**src/rtl/mem_access_stage_pkg.sv**
```systemverilog
// Shared constants for the memory-access stage: data-memory op codes and
// address-error exception codes.
package mem_access_stage_pkg;

  localparam int unsigned DM_OP_BIT = 3;

  localparam logic [DM_OP_BIT-1:0] DM_OP_WD = 3'd0;
  localparam logic [DM_OP_BIT-1:0] DM_OP_UH = 3'd1;
  localparam logic [DM_OP_BIT-1:0] DM_OP_UB = 3'd2;
  localparam logic [DM_OP_BIT-1:0] DM_OP_SH = 3'd3;
  localparam logic [DM_OP_BIT-1:0] DM_OP_SB = 3'd4;

  localparam logic [4:0] EXC_ADEL = 5'd4;
  localparam logic [4:0] EXC_ADES = 5'd5;

endpackage

```
**src/rtl/mem_align_check.sv**
```systemverilog
// Combinational alignment and range check for one memory request.
module mem_align_check
  import mem_access_stage_pkg::*;
#(
  parameter int unsigned ADDR_W = 12,
  parameter int unsigned OP_W   = DM_OP_BIT
) (
  input  logic [OP_W-1:0] op,
  input  logic [31:0]     addr,
  input  logic            load,
  input  logic            store,
  output logic            fault,
  output logic [4:0]      code
);

  logic misalign;
  logic range_err;
  logic unused_addr;

  assign unused_addr = ^addr[ADDR_W-1:2];
  assign range_err   = (addr[31:ADDR_W] != '0);

  always_comb begin
    misalign = 1'b0;
    case (op)
      OP_W'(DM_OP_WD):                  misalign = (addr[1:0] != 2'b00);
      OP_W'(DM_OP_UH), OP_W'(DM_OP_SH): misalign = addr[0];
      default:                          misalign = 1'b0;
    endcase
  end

  assign fault = (load | store) & (misalign | range_err);
  assign code  = store ? EXC_ADES : EXC_ADEL;

endmodule

```
**src/rtl/mem_access_stage.sv**
```systemverilog
// MEM pipeline stage: request register R, write-back register W and a latched
// address-error exception that blocks new requests until acknowledged.
module mem_access_stage
  import mem_access_stage_pkg::*;
#(
  parameter int unsigned ADDR_W = 12,
  parameter int unsigned OP_W   = DM_OP_BIT
) (
  input  logic              clk,
  input  logic              rst,
  input  logic              in_valid,
  output logic              in_ready,
  input  logic              in_load,
  input  logic              in_store,
  input  logic [OP_W-1:0]   in_op,
  input  logic [31:0]       in_addr,
  input  logic [31:0]       in_wdata,
  input  logic [31:0]       in_alu,
  input  logic [4:0]        in_rd,
  input  logic [31:0]       in_pc,
  input  logic              flush,
  input  logic              wb_stall,
  output logic              dm_en,
  output logic              dm_w_en,
  output logic [OP_W-1:0]   dm_op,
  output logic [ADDR_W-1:0] dm_addr,
  output logic [31:0]       dm_din,
  input  logic [31:0]       dm_dout,
  output logic              wb_valid,
  output logic [4:0]        wb_rd,
  output logic [31:0]       wb_data,
  output logic              exc_valid,
  output logic [4:0]        exc_code,
  output logic [31:0]       exc_badvaddr,
  output logic [31:0]       exc_epc,
  input  logic              exc_ack
);

  logic            r_valid_q, r_load_q, r_store_q;
  logic [OP_W-1:0] r_op_q;
  logic [31:0]     r_addr_q, r_wdata_q, r_alu_q, r_pc_q;
  logic [4:0]      r_rd_q;

  logic            w_valid_q;
  logic [4:0]      w_rd_q;
  logic [31:0]     w_data_q;

  logic            exc_valid_q;
  logic [4:0]      exc_code_q;
  logic [31:0]     exc_badvaddr_q, exc_epc_q;

  logic            fault;
  logic [4:0]      fault_code;
  logic            memop, advance, accept, take_exc;

  mem_align_check #(
    .ADDR_W (ADDR_W),
    .OP_W   (OP_W)
  ) u_align (
    .op    (r_op_q),
    .addr  (r_addr_q),
    .load  (r_load_q),
    .store (r_store_q),
    .fault (fault),
    .code  (fault_code)
  );

  assign memop    = r_load_q | r_store_q;
  assign advance  = r_valid_q & ~wb_stall;
  assign in_ready = ~exc_valid_q & (~r_valid_q | advance);
  assign accept   = in_valid & in_ready;
  // A second fault behind a pending one is not allowed to overwrite it.
  assign take_exc = advance & fault & ~flush & (~exc_valid_q | exc_ack);

  assign dm_en   = advance & memop & ~fault & ~flush;
  assign dm_w_en = dm_en & r_store_q;
  assign dm_op   = r_op_q;
  assign dm_addr = r_addr_q[ADDR_W-1:0];
  assign dm_din  = r_wdata_q;

  always_ff @(posedge clk) begin
    if (rst) begin
      r_valid_q <= 1'b0;
      r_load_q  <= 1'b0;
      r_store_q <= 1'b0;
      r_op_q    <= '0;
      r_addr_q  <= '0;
      r_wdata_q <= '0;
      r_alu_q   <= '0;
      r_rd_q    <= '0;
      r_pc_q    <= '0;
    end else if (flush) begin
      r_valid_q <= 1'b0;
    end else if (accept) begin
      r_valid_q <= 1'b1;
      r_load_q  <= in_load;
      r_store_q <= in_store;
      r_op_q    <= in_op;
      r_addr_q  <= in_addr;
      r_wdata_q <= in_wdata;
      r_alu_q   <= in_alu;
      r_rd_q    <= in_rd;
      r_pc_q    <= in_pc;
    end else if (advance) begin
      r_valid_q <= 1'b0;
    end
  end

  always_ff @(posedge clk) begin
    if (rst) begin
      w_valid_q <= 1'b0;
      w_rd_q    <= '0;
      w_data_q  <= '0;
    end else if (flush) begin
      w_valid_q <= 1'b0;
    end else if (advance) begin
      if (fault) begin
        w_valid_q <= 1'b0;
      end else begin
        w_valid_q <= ~r_store_q;
        w_rd_q    <= r_rd_q;
        w_data_q  <= r_load_q ? dm_dout : r_alu_q;
      end
    end else if (!wb_stall) begin
      w_valid_q <= 1'b0;
    end
  end

  always_ff @(posedge clk) begin
    if (rst) begin
      exc_valid_q    <= 1'b0;
      exc_code_q     <= '0;
      exc_badvaddr_q <= '0;
      exc_epc_q      <= '0;
    end else if (take_exc) begin
      exc_valid_q    <= 1'b1;
      exc_code_q     <= fault_code;
      exc_badvaddr_q <= r_addr_q;
      exc_epc_q      <= r_pc_q;
    end else if (exc_valid_q && exc_ack) begin
      exc_valid_q <= 1'b0;
    end
  end

  assign wb_valid     = w_valid_q;
  assign wb_rd        = w_rd_q;
  assign wb_data      = w_data_q;
  assign exc_valid    = exc_valid_q;
  assign exc_code     = exc_code_q;
  assign exc_badvaddr = exc_badvaddr_q;
  assign exc_epc      = exc_epc_q;

endmodule
```
**config.mk**
```make
export PLATFORM = sky130hd
export DESIGN_NAME = mem_access_stage
export DESIGN_NICKNAME = d
export VERILOG_FILES = /design/src/rtl/mem_access_stage_pkg.sv /design/src/rtl/mem_align_check.sv /design/src/rtl/mem_access_stage.sv
export SDC_FILE = /design/constraint.sdc
export NUM_CORES = 1
export LEC_CHECK = 0
export CAP_MARGIN = 20
export CORE_UTILIZATION = 47
export DETAILED_ROUTE_END_ITERATION = 10
export HOLD_SLACK_MARGIN = 0.03
export PLACE_DENSITY = 0.8
export SYNTH_ARGS = -nofsm -noshare
export SYNTH_HDL_FRONTEND = slang
export SYNTH_HIERARCHICAL = 1
export SYNTH_SLANG_ARGS = --single-unit
```
**constraint.sdc**
```tcl
create_clock -name clk -period 2.2 [get_ports clk]
set_input_delay 0.33 -clock clk [delete_from_list [all_inputs] [get_ports clk]]
set_output_delay 0.33 -clock clk [all_outputs]
set_load 0.01 [all_outputs]
```
=== Word level (Yosys, flattened, before mapping) ===
Cells that the tools add are included.

* Bitwise operators: 21
* Reduce and logical (&&, ||, !) cells: 10
* Equality and inequality tests: 3
* Multiplexer cells: 10

{| class="wikitable"
|+ Operators with widths
! cell !! count
|-
| 32-bit 2-to-1 mux || 1
|-
| 20-bit nonzero test || 1
|-
| 1-bit AND || 11
|-
| 1-bit 2-to-1 mux || 8
|-
| 1-bit NOT || 6
|-
| 2-bit nonzero test || 3
|-
| 1-bit OR || 4
|-
| 2-bit OR reduction || 2
|-
| 3-bit by 1-bit == test with 1-bit output, second input constant || 1
|-
| 3-bit by 2-bit == test with 1-bit output, second input constant || 1
|-
| 3-bit logical NOT || 1
|-
| 3-bit AND reduction || 1
|-
| 2-bit by 1-bit != test with 1-bit output, second input constant || 1
|-
| 1-bit case mux with 2 select lines || 1
|-
| 2-bit AND reduction || 1
|-
| 1-bit logical AND || 1
|}

* Output and inout bits: 158
* Logic and storage cells: 60
* Register bits after elaboration: 247
* Bits of input ports: 176

=== Longest topological paths before layout ===
Gate-level depths: netlist (run 1).

* Depth in word-level cells: 9
* Mapped depth: 8
* Mapped depth without buffers: 6

=== Cells and area by module ===
Netlist (run 1), hierarchy kept.

{| class="wikitable"
|+ Modules (own cells, without submodules)
! module !! cells an instance !! area an instance (um2) !! times used !! seq. area each (um2)
|-
| mem_access_stage || 1016 || 10832.9 || 1 || 4944.7
|-
| mem_align_check || 19 || 130.1 || 1 || 0.0
|}

=== Worst setup path before layout (run 1) ===
OpenSTA, ideal clock, no wires.

* Path kind: reg2out
* Start: reg r_addr_q[17]
* End: out dm_en
* Buffers on the path: 2
* Arrival: 1750 ps
* Stages on the path, launching flop included: 8
* Required time: 1870 ps
* Slack: 120 ps
* Cell sequence: dfxtp_1 nor4_2 nand2_1 o32a_1 nor4b_2 buf_4 buf_4 o21a_1

* Word-level cells in the longest chain between the ends: 6

{| class="wikitable"
|+ RTL lines
! item !! RTL line !! RTL
|-
| start, declared || mem_access_stage.sv:41 || <nowiki>logic [31:0] r_addr_q, r_wdata_q, r_alu_q, r_pc_q;</nowiki>
|-
| start signal, assigned || mem_access_stage.sv:99 || <nowiki>r_addr_q <= in_addr;</nowiki>
|-
| 20-bit nonzero test || mem_align_check.sv:21 || <nowiki>assign range_err = (addr[31:ADDR_W] != '0);</nowiki>
|-
| 1-bit OR || mem_align_check.sv:32 || <nowiki>assign fault = (load | store) & (misalign | range_err);</nowiki>
|-
| 1-bit AND || mem_align_check.sv:32 ||
|-
| net fault || mem_access_stage.sv:52 || <nowiki>logic fault;</nowiki>
|-
| 1-bit NOT (no source line) || n/a ||
|-
| 1-bit AND (2 in series) || mem_access_stage.sv:75 || <nowiki>assign dm_en = advance & memop & ~fault & ~flush;</nowiki>
|-
| end, declared || mem_access_stage.sv:23 || <nowiki>output logic dm_en,</nowiki>
|}

The timed path passes the listed nets, and every way through them passes these cells.

=== Worst setup path in the final report (run 1) ===
* Start: reg r_addr_q[25]
* End: out dm_en

Same word-level chain as after synthesis.

==> flow_metrics.py, run 1 <==
metrics = {
    "timing": {
        "post-route-period-util_pct": 118,
        "slew_headroom_pct": 58.3,
        "max_freq_mhz": 385,
        "hold_slack_ps": 249,
        "finalHoldViolCount": 0,
        "rsz0062_at_grt": "yes",
        "setup_viol": 39,
        "slew_violations": 0,
        "finalWorstSetupSlack_ps": -400,
        "finalCriticalPeriod_ps": 2600,
        "fin_worst_skew_ps": 18.2,
        "tightest_slew_ps": 625,
    },
    "job": {
        "maxCapViolations": 0,
    },
    "floorplan": {
        "die_area_um2": 23900,
        "fp.dieH_um": 155,
        "core_area_um2": 22800,
        "ioPinCount": 334,
        "rows": 55,
        "start_util_pct": 48.1,
        "die_w_um": 155,
    },
    "route": {
        "drc_errors": 0,
        "first_pass_iters": 4,
        "wl_met2_um": 13600,
        "wl_per_cell_um": 17.0,
        "drt_wl_total_um": 28900,
        "vias": 8114,
        "top_layer": "met4",
        "met1Wirelength_um": 11900,
        "ant_nets": 0,
        "via_per_inst": 4.78,
        "dr_wl_met3_um": 2350,
        "drtIter0Drc": 399,
    },
    "clock_network": {
        "cts_max_level": 1,
        "path_clk_slew_ps": 60,
        "cts.path.max_buffers": 3,
        "worstSkewPairLatency_ps": 540,
        "cts_inserted_buffers": 27,
        "clockRootBuffer": "clkbuf_16",
        "tritoncts": "built",
        "cts_sinks": 247,
        "cts_hold_buffers": 0,
    },
    "setup_path": {
        "crit_type": "flip-flop to primary output",
        "arrival_ps": 2270,
        "endpoint_kind": "primary output",
        "crit_path_max_incr_delay_ps": 360,
        "cp_max_fo": 3,
        "r2r_slack_ps": -80,
        "crit_chain": "nor4_4, nand3_1, o32a_1, nor4b_4, buf_4, o21a_1, buf_2",
        "worstPathRequired_ps": 1870,
        "cp-start-kind": "flip-flop",
        "slowest_stage": "o32a_1",
    },
    "logic_synthesis": {
        "ys_seq_area_share_pct": 45.1,
        "synth_cell_type_count": 28,
        "synth-edff-count": 0,
        "synth_area_per_cell_um2": 10.6,
        "synthArstFlopShare_pct": 0,
        "syn_inst": 1035,
        "syn_area_um2": 11000,
        "yosysWarnings": 6,
        "ys_seq_elements": 247,
        "synth-main-ff-cell": "dfxtp_1",
    },
    "global_routing": {
        "track_usage_pct": 22.8,
        "grt_max_degree": 100,
        "grt_overflow_total": 0,
        "antenna_found_initial": 1,
        "grt_pass1_vias": 8065,
        "grt_pass1_wl_um": 43400,
    },
    "cells_and_area": {
        "nNetsFinal": 1540,
        "mostFrequentLayoutCell": "nand2b_1",
        "syn2layout_area_growth_pct": 46.0,
        "drive_gt1_share_pct": 11.3,
        "final_cell_mix": "nand2b_1 (352), clkdlybuf4s50_1 (330), mux2i_1 (244), dfxtp_1 (241), nor2_1 (36)",
        "fillerInstances": 1698,
        "final_area_um2": 16000,
        "fin_cells": 1696,
        "diodes": 0,
        "finalCoreUtilization_pct": 70.2,
    },
    "placement": {
        "dp_hpwl_um": 19200,
        "routabilityCongestion": 0.791,
        "placed_area_um2": 14600,
        "numPortBuffers": 333,
        "place_inst": 1628,
        "pre_cts_ws_ps": -405,
    },
    "power": {
        "ir_drop_v": 0.000496,
        "leakage_nw": 5.95,
        "power_density_nw_per_um2": 679,
    },
    "run_status": {
        "violations": "negative setup slack",
        "status": "finished with violations",
    },
    "worst_hold_path": {
        "hold_class": "primary input to flip-flop",
    },
}
[synth_stat cells, drive strengths merged, types with 2 or more instances]
cell / n / area share (%)
nand2b: 354 / 20
dfxtp: 247 / 45
mux2i: 244 / 22
buf: 59 / 4.5
nor2: 37 / 1.3
clkbuf: 36 / 1.2
a211oi: 33 / 3.7
nor4: 5 / 0.40
a21oi: 3 / 0.14
conb: 2 / 0.069
inv: 2 / 0.069
nand2: 2 / 0.069
nor4b: 2 / 0.22
[through the flow]
stage / power [mW] / TNS, ps
after floorplan: 5.40 / 0
final: 10.9 / -2440
after global placement: 5.95 / -4730
after global routing: 11.3 / -7640
after CTS: 10.9 / -8500
after detailed placement: 5.98 / -8080
[worst max-delay path, delay by kind of cell, from the launching register on]
kind                   cells  cell delay (ps)
buffers and inverters      2              290
DFF                        1              330
AOI/OAI and AO/OA          2              480
and+or+nand+nor            3              630
[cell families (layout without fill, tap and decap cells)]
kind of cell / count (synthesis) / in the layout / share of synthesized area [%]
AO/OA/AOI/OAI: 39 / 39 / 4.10
buffers and inverters: 97 / 443 / 5.81
flip-flops: 247 / 247 / 45.1
multiplexers: 244 / 244 / 22.3
other: 2 / 4 / 0.0685
AND/OR/NAND/NOR: 406 / 406 / 22.6
[routing by layer]
| layer | global-route usage [%] | vias up |
|---|---|---|
| met5 | 0 | - |
| met4 | 9.43 | 0 |
| li1 | - | 4068 |
| met3 | 7.09 | 59 |
| met2 | 38.1 | 256 |
| met1 | 27.0 | 3731 |
[power by group]
| group | switching [mW] | internal [mW] | total, mW |
|---|---|---|---|
| sequential | 0.0794 | 4.62 | 4.70 |
| combinational | 0.467 | 0.751 | 1.22 |
| clock | 1.83 | 3.12 | 4.95 |
| total | 2.38 | 8.50 | 10.9 |
[flip-flops by register name, indices dropped and copies added (netlist names)]
signal,cells
r_load_q,1
r_alu_q,32
dm_op,3
wb_valid,1
wb_rd,5
exc_valid,1
r_rd_q,5
r_addr_q,32
r_store_q,1
exc_badvaddr,32
exc_epc,32
dm_din,32
exc_code,5
wb_data,32
r_pc_q,32
r_valid_q,1
[final cells by class]
class	instances	area, um^2	share of cell area (%)
Tap cell	313	392	2.45
Multi-Input combinational cell	693	5470	34.2
Sequential cell	247	4950	30.9
Timing Repair Buffer	393	4200	26.2
Inverter	2	7.51	0.0469
Clock buffer	37	763	4.77
Clock inverter	11	215	1.34
[path summary, 6_finish.rpt]
check                                                from                 endpoint  depth (start not counted)
worst max-delay path            r_addr_q[25]$_SDFFE_PP0P_                    dm_en                          7
worst min-delay path                                  rst    wb_rd[2]$_SDFFE_PP0P_                          2
worst max register to register  r_addr_q[25]$_SDFFE_PP0P_    wb_rd[4]$_SDFFE_PP0P_                         10
worst min register to register    dm_din[26]$_SDFFE_PP0P_  dm_din[26]$_SDFFE_PP0P_                          2
[repair_timing]
action                                  in CTS  in global routing
cloned                                       3                  8
resized for setup                           21                 18
pin swaps                                    5                 26
endpoints found under the setup margin      40                 79
buffers inserted                             0                 10
Note: power is estimated with default switching activity, not from simulation.
==> run 2, diff against run 1 <==
--- a/config.mk
+++ b/config.mk
@@ -7,6 +7,7 @@
 export LEC_CHECK = 0
 export CAP_MARGIN = 20
 export CORE_UTILIZATION = 47
+export CTS_CLUSTER_SIZE = 25
 export DETAILED_ROUTE_END_ITERATION = 10
 export HOLD_SLACK_MARGIN = 0.03
 export PLACE_DENSITY = 0.8
@@ -14,3 +15,4 @@
 export SYNTH_HDL_FRONTEND = slang
 export SYNTH_HIERARCHICAL = 1
 export SYNTH_SLANG_ARGS = --single-unit
+export TNS_END_PERCENT = 1
==> flow_metrics.py, run 2 (same netlist as run 1, synthesis figures left out) <==
metrics = {
    "clock_network": {
        "cts_sinks": 247,
        "path_clk_slew_ps": 60,
        "worstSkewPairLatency_ps": 540,
        "cts.path.max_buffers": 3,
        "clockRootBuffer": "clkbuf_16",
        "tritoncts": "built",
        "cts_inserted_buffers": 27,
        "cts_max_level": 1,
    },
    "worst_hold_path": {
        "holdCritStartpoint": "rst",
        "hold_class": "primary input to flip-flop",
    },
    "floorplan": {
        "core_area_um2": 22800,
        "die_w_um": 155,
        "die_area_um2": 23900,
        "start_util_pct": 48.1,
        "rows": 55,
        "fp.dieH_um": 155,
        "ioPinCount": 334,
    },
    "route": {
        "vias": 7988,
        "drt_wl_total_um": 27200,
        "drtIter0Drc": 330,
        "wl_per_cell_um": 16.2,
        "drc_errors": 0,
        "first_pass_iters": 6,
        "ant_nets": 0,
        "via_per_inst": 4.76,
    },
    "cells_and_area": {
        "nNetsFinal": 1521,
        "fillerInstances": 1753,
        "syn2layout_area_growth_pct": 42.8,
        "mostFrequentLayoutCell": "nand2b_1",
        "multi_input_area_um2": 5480,
        "drive_gt1_share_pct": 10.3,
        "diodes": 0,
        "final_cell_mix": "nand2b_1 (352), clkdlybuf4s50_1 (330), mux2i_1 (244), dfxtp_1 (241)",
        "regArea_um2": 4950,
        "finalCoreUtilization_pct": 68.7,
    },
    "global_routing": {
        "antenna_found_initial": 1,
        "grt_overflow_total": 0,
        "track_usage_pct": 22.2,
        "grt_pass1_wl_um": 42500,
        "grt_pass1_vias": 7969,
        "grt_max_degree": 100,
    },
    "setup_path": {
        "endpoint_kind": "primary output",
        "worstPathRequired_ps": 1870,
        "arrival_ps": 2270,
        "rr_startpoint": "r_addr_q[25]$_SDFFE_PP0P_",
        "crit_type": "flip-flop to primary output",
        "startpoint": "r_addr_q[25]$_SDFFE_PP0P_",
        "cp-start-kind": "flip-flop",
        "cp_max_fo": 3,
        "cp-endpoint": "dm_en",
        "r2r_cells": 10,
        "r2r_slack_ps": -200,
        "reg2reg_to": "wb_data[4]$_SDFFE_PP0P_",
    },
    "timing": {
        "setup_viol": 34,
        "tightest_slew_ps": 619,
        "fin_worst_skew_ps": 22.5,
        "finalCriticalPeriod_ps": 2600,
        "post-route-period-util_pct": 118,
        "fin_setup_tns_ps": -5030,
        "hold_slack_ps": 251,
        "finalHoldViolCount": 0,
        "slew_headroom_pct": 58.7,
        "rsz0062_at_grt": "yes",
        "slew_violations": 0,
        "max_freq_mhz": 385,
        "finalWorstSetupSlack_ps": -395,
    },
    "run_status": {
        "status": "finished with violations",
        "violations": "negative setup slack",
    },
    "power": {
        "p_int_mw": 8.48,
        "sw_frac_of_total_pct": 21.7,
        "comb_power_share_pct": 11.0,
        "power_density_nw_per_um2": 692,
        "ir_drop_v": 0.000495,
        "pwr-share-seq_pct": 43.4,
        "clkPwrFrac_pct": 45.6,
        "p_switching_mw": 2.35,
        "leakage_nw": 5.78,
    },
    "placement": {
        "dp_hpwl_um": 19200,
        "pre_cts_ws_ps": -405,
        "routabilityCongestion": 0.791,
        "numPortBuffers": 333,
    },
    "job": {
        "maxCapViolations": 0,
    },
}
[run 2: timing repair]
action	CTS	global route
pin swaps	5	12
resized for setup	17	15
setup endpoints to repair	40	76
setup buffers	0	1
cloned	0	0
hold buffers	0	0
[run 2: critical path, cell delays in order, from the launching register on]
cell,delay (ps)
dfxtp_2,330
nor4_4,270
nand3_1,140
o32a_1,350
nor4b_4,220
buf_4,170
o21a_1,120
buf_2,120
[run 2: metrics by stage]
step                total power, mW  instance area [um^2]  instances
finish                         10.8                 15700       1677
detailed placement             5.98                 14600       1628
global route                   11.2                 15700       1677
global placement               5.95                 14600       1628
CTS                            10.9                 15600       1676
floorplan                      5.40                 11000       1037
[run 2: power by group through the flow]
stage / Clock, mW / Sequential, mW / Combinational [mW]
after floorplan: 0 / 4.80 / 0.603
after global placement: 0 / 4.79 / 1.17
after detailed placement: 0 / 4.79 / 1.18
after CTS: 5.04 / 4.70 / 1.20
after global routing: 5.24 / 4.71 / 1.28
final: 4.94 / 4.70 / 1.19
[run 2: layer usage]
| layer | global-route usage, % | vias up | part of all wire [%] |
|---|---|---|---|
| li1 | - | 4019 | - |
| met1 | 26.4 | 3673 | 41 |
| met2 | 36.8 | 237 | 47 |
| met3 | 7.06 | 59 | 8.6 |
| met4 | 9.34 | 0 | 3.5 |
| met5 | 0 | - | 0 |
[run 2: cell type report]
class                           instances  area share [%]
Inverter                                2          0.0480
Clock inverter                         11            1.38
Clock buffer                           37            4.88
Tap cell                              313            2.50
Multi-Input combinational cell        693            35.0
Timing Repair Buffer                  374            24.5
Sequential cell                       247            31.6
[run 2: worst min-delay path by stage]
stage,end,slack (ps),cells after the start
detailed placement,exc_badvaddr[4]$_SDFFE_PP0P_,460,2
global route,wb_rd[2]$_SDFFE_PP0P_,270,2
global placement,dm_din[15]$_SDFFE_PP0P_,460,2
CTS,wb_rd[2]$_SDFFE_PP0P_,240,2
finish,wb_rd[2]$_SDFFE_PP0P_,250,2
floorplan,r_valid_q$_SDFFE_PP0P_,410,1
